### src/rtl/dec_key_entry_ctrl.sv
// dec_key_entry_ctrl
//   Sequences a 10-line decimal-to-BCD keypad encoder. Debounces key press
//   and release, rejects codes above 9 (multi-key combinations), collects
//   NUM_DIGITS accepted digits and hands the number downstream with a
//   valid/ready handshake.
//
// Ports
//   clk_i        rising-edge clock
//   rst_i        synchronous reset, active-high, overrides every input
//   enc_b_i      encoder BCD code
//   enc_chk_i    encoder key-present flag (1 = some key down, key 0 included)
//   clr_i        cancel the current entry
//   ready_i      downstream accepts digits_o while valid_o is high
//   digits_o     entered number, first digit in the MS nibble, newest in [3:0]
//   count_o      digits accepted so far
//   valid_o      full entry available
//   key_ack_o    1-cycle pulse: digit accepted
//   key_err_o    1-cycle pulse: stable code above 9 rejected
module dec_key_entry_ctrl #(
  parameter int NUM_DIGITS      = 4,
  parameter int DEBOUNCE_CYCLES = 16
) (
  input  logic                              clk_i,
  input  logic                              rst_i,
  input  logic [3:0]                        enc_b_i,
  input  logic                              enc_chk_i,
  input  logic                              clr_i,
  input  logic                              ready_i,
  output logic [4*NUM_DIGITS-1:0]           digits_o,
  output logic [$clog2(NUM_DIGITS+1)-1:0]   count_o,
  output logic                              valid_o,
  output logic                              key_ack_o,
  output logic                              key_err_o
);

  localparam int DW = 4 * NUM_DIGITS;
  localparam int CW = $clog2(NUM_DIGITS + 1);
  localparam int NW = $clog2(DEBOUNCE_CYCLES);

  // Last value of the debounce counter before a press/release is declared.
  localparam logic [NW-1:0] CNT_MAX    = NW'(DEBOUNCE_CYCLES - 1);
  localparam logic [CW-1:0] COUNT_FULL = CW'(NUM_DIGITS);

  typedef enum logic [1:0] {
    ST_IDLE,
    ST_PRESS,
    ST_RELEASE,
    ST_DONE
  } state_e;

  state_e          state_q;
  logic [NW-1:0]   cnt_q;
  logic [3:0]      code_q;
  logic [DW-1:0]   digits_q;
  logic [CW-1:0]   count_q;
  logic            valid_q;
  logic            key_ack_q;
  logic            key_err_q;
  logic [DW-1:0]   digits_shift;

  // Buffer with the latched code shifted in at the LS nibble. A one-digit
  // buffer has nothing to shift, so it simply takes the code.
  generate
    if (NUM_DIGITS == 1) begin : g_one_digit
      assign digits_shift = code_q;
    end else begin : g_multi_digit
      assign digits_shift = {digits_q[DW-5:0], code_q};
    end
  endgenerate

  always_ff @(posedge clk_i) begin
    if (rst_i) begin
      state_q   <= ST_IDLE;
      cnt_q     <= '0;
      code_q    <= '0;
      digits_q  <= '0;
      count_q   <= '0;
      valid_q   <= 1'b0;
      key_ack_q <= 1'b0;
      key_err_q <= 1'b0;
    end else begin
      key_ack_q <= 1'b0;
      key_err_q <= 1'b0;
      if (clr_i) begin
        // Cancel goes through RELEASE so a key still held is not re-captured.
        digits_q <= '0;
        count_q  <= '0;
        valid_q  <= 1'b0;
        cnt_q    <= '0;
        state_q  <= ST_RELEASE;
      end else begin
        case (state_q)
          ST_IDLE: begin
            // This edge is the first of the DEBOUNCE_CYCLES samples.
            if (enc_chk_i) begin
              code_q  <= enc_b_i;
              cnt_q   <= NW'(1);
              state_q <= ST_PRESS;
            end
          end
          ST_PRESS: begin
            if (!enc_chk_i) begin
              cnt_q   <= '0;
              state_q <= ST_IDLE;
            end else if (enc_b_i != code_q) begin
              code_q <= enc_b_i;
              cnt_q  <= NW'(1);
            end else if (cnt_q < CNT_MAX) begin
              cnt_q <= cnt_q + NW'(1);
            end else begin
              cnt_q   <= '0;
              state_q <= ST_RELEASE;
              if (code_q <= 4'd9) begin
                digits_q  <= digits_shift;
                count_q   <= count_q + CW'(1);
                key_ack_q <= 1'b1;
              end else begin
                key_err_q <= 1'b1;
              end
            end
          end
          ST_RELEASE: begin
            if (enc_chk_i) begin
              cnt_q <= '0;
            end else if (cnt_q < CNT_MAX) begin
              cnt_q <= cnt_q + NW'(1);
            end else begin
              cnt_q   <= '0;
              valid_q <= (count_q == COUNT_FULL);
              state_q <= (count_q == COUNT_FULL) ? ST_DONE : ST_IDLE;
            end
          end
          ST_DONE: begin
            // Entry frozen; keys ignored until the handshake completes.
            if (valid_q && ready_i) begin
              digits_q <= '0;
              count_q  <= '0;
              valid_q  <= 1'b0;
              state_q  <= ST_IDLE;
            end
          end
          default: state_q <= ST_IDLE;
        endcase
      end
    end
  end

  assign digits_o  = digits_q;
  assign count_o   = count_q;
  assign valid_o   = valid_q;
  assign key_ack_o = key_ack_q;
  assign key_err_o = key_err_q;

endmodule

### config.mk
export PLATFORM = sky130hd
export DESIGN_NAME = dec_key_entry_ctrl
export DESIGN_NICKNAME = d
export VERILOG_FILES = /design/src/rtl/dec_key_entry_ctrl.sv
export SDC_FILE = /design/constraint.sdc
export NUM_CORES = 1
export LEC_CHECK = 0
export BUFFER_PORTS_ARGS = -buffer_cell sky130_fd_sc_hd__buf_4
export CORE_UTILIZATION = 49
export DETAILED_ROUTE_END_ITERATION = 12
export PLACE_DENSITY = 0.85
export RECOVER_POWER = 100
export SYNTH_ARGS = -nofsm -noshare
export SYNTH_HDL_FRONTEND = slang
export SYNTH_SLANG_ARGS = --single-unit
### constraint.sdc
create_clock -name clk_i -period 1.9 [get_ports clk_i]
set_input_delay 0.095 -clock clk_i [delete_from_list [all_inputs] [get_ports clk_i]]
set_output_delay 0.095 -clock clk_i [all_outputs]
set_load 0.02 [all_outputs]
==> qor.csv <==
metric,value,unit
status,"complete, but fails checks",
violations,setup timing,
syn_nets,202,
antenna_found_initial,0,
place_congestion,0.863,
worstSetupEndpointType,flip-flop,
synth-compound-area-share,17.6,%
cts-root-buf,clkbuf_4,
synth_fa_ha_area_share,6.19,%
mostFrequentLayoutCell,buf_4,
dp_hpwl,2.46,mm
drc,0,
layout_common_cells,"buf_4 (30), dfxtp_1 (29), nand2_1 (22), a21oi_1 (15), clkbuf_1 (15)",
required,2180,ps
place_ws,-35.3,ps
syn_area,1620,µm²
die_y,59.4,µm
rows,20,
synth_cells,185,
grt_max_degree,36,
critPathSlowestCell,or3b_2,
yosys.cell_types.count,36,
num_vias,1484,
area_growth,34.1,%
power_density,693,nW/µm²
drt_iter0_drc,59,
final_nets,249,
critical-path-max-stage-delay,480,ps
finalClockSkew,10.2,ps
worst_ep_arrival_time,2190,ps
synth_top_family_by_area,simple AND/OR/NAND/NOR gates,
worst_slack,-6.30,ps
path_class,flip-flop to flip-flop,
crit_chain,xor2_4 -> nor4_4 -> o211ai_2 -> buf_12 -> or3b_2 -> a21oi_2,
yosys_warnings,0,
final.period_utilization,100,%
clock_path_buffers,2,
slew_viol_final,0,
grt_pass1_wl,6.13,mm
cts_tree,yes,
peakVddDrop,0.485,mV
ios,31,
cp_top_family,simple AND/OR/NAND/NOR gates,
hold_path_class,primary input to flip-flop,
dp_cells,263,
final_cells,277,
fillers,257,
worstMarginPinSlew,558,ps
startpoint_type,flip-flop,
synth-seq-area-share,39.6,%
leakage,0.769,nW
insertion_delay,350,ps
core-area,3100,µm²
ys_ff_latch,32,
wl,3.83,mm
numPortBuffers,30,
synth_mux_area_share,2.48,%
fmax,525,MHz
finalSetupViolCount,1,
globalRouteOverflowTotal,0,
clk_pin_slew,110,ps
clock_sinks,32,
crit_fanout,18,
antenna_cells,0,
cp_num_buf_inv,1,
drive_gt1_share,34.8,%
yosys.area_share.xor_xnor,2.17,%
grt_usage,23.3,%
rsz0062_at_grt,yes,
synth_area_leaders,"dfxtp_1 (40%), or3b_2 (8.7%), a21oi_1 (7.4%)",
syn_area_per_cell,8.74,µm²
synthSimpleGateAreaFrac,27.2,%
initial_core_util,52.1,%
numCtsBuffers,5,
synth_top_area_share,39.6,%
finalHoldViolations,0,
yosysTopAreaCell,dfxtp_1,
h-tree-depth,2,
dr.pass1.iters,4,
wl_per_cell,13.8,µm
min_period,1910,ps
relSlewSlack,62.8,%
vias_per_cell,5.36,
die-area,3530,µm²
grt_pass1_vias,1360,
maxCapViolCount,0,
drtAntennaViolNets,0,
fp.dieW,59.4,µm
## worst paths after layout
path	endpoint	cells past startpoint	start	slack [ps]
hold reg to reg	digits_o[14]	2	digits_o[14]	460
setup / recovery	digits_o[9]	6	code_q[1]	-6
setup reg to reg	digits_o[9]	6	code_q[1]	-6
hold / removal	code_q[3]	3	enc_b_i[3]	7
## power by group
group	switching, mW	internal, mW	leakage (nW)
Sequential	0.0180	0.684	0.260
Clock	0.252	0.274	0.0412
Combinational	0.147	0.126	0.467
## state kept, by name, indices dropped and copies added (netlist names)
register   flops
key_ack_o      1
cnt_q          4
code_q         4
digits_o      16
count_o        3
valid_o        1
state_q        2
key_err_o      1
## final cells by class
class                      instances  area (µm²)  share of cell area [%]
clock inverter                     3        42.5                    1.96
timing repair buffer              49         347                    16.0
multi-input combinational        135        1000                    46.2
sequential                        32         649                    30.0
tap                               44        55.1                    2.54
inverter                           9        33.8                    1.56
clock buffer                       5        37.5                    1.73
## worst min-delay path: stages
cell and delay [ps]:
buf_4 90, mux2i_1 60, nor2_1 70
## timing repair
action	in CTS	in global routing
pin swaps	0	7
cloned	0	1
endpoints found under the hold margin	5	1
endpoints found under the setup margin	16	26
hold buffers	1	1
gates resized for setup	4	24
setup buffers	1	2
## cell usage after synthesis (all sizes together)
master,count
o22ai,4
and2,2
or3b,16
inv,9
nand3,4
a21o,1
or2,2
a211oi,2
or4,1
dfxtp,32
nor4b,2
o31ai,1
clkbuf,8
xor2,4
nand4b,1
a311oi,1
ha,8
nor4,2
nor2b,2
o21ai,6
nand2,22
o21a,2
nand2b,1
o2111ai,1
or3,2
or4b,1
nor2,14
a21oi,24
buf,1
nand3b,1
o211ai,1
a2111oi,1
nor4bb,1
mux2i,4
a21boi,1
## stage by stage
stage | cell area (µm²) | power [mW] | util (%) | TNS (ps) | hold slack (ps)
after floorplan | 1620 | 0.863 | - | 0 | 167
after global placement | 1970 | 0.936 | 63.3 | 0 | 322
after detailed placement | 1970 | 0.944 | 63.3 | -173 | 323
after CTS | 2080 | 1.47 | 67.0 | 0 | 1.22
after global routing | 2170 | 1.57 | 69.8 | -1260 | 7.08
final | 2170 | 1.50 | 69.8 | -6.30 | 7.14
## cell families (layout without fill, tap and decap cells)
group	Yosys count	in the layout
simple gates	74	74
compound gates	45	45
flops	32	32
buf+inv	18	66
fa+ha+maj	8	8
xor+xnor	4	4
mux	4	4
## layer usage
metal / wire, µm / track usage (%)
met1: 1770 / 29.7
met2: 1780 / 36.1
met3: 188 / 7.42
met4: 87 / 9.52
met5: 0 / 0
Power figures use the tool's default switching activity.
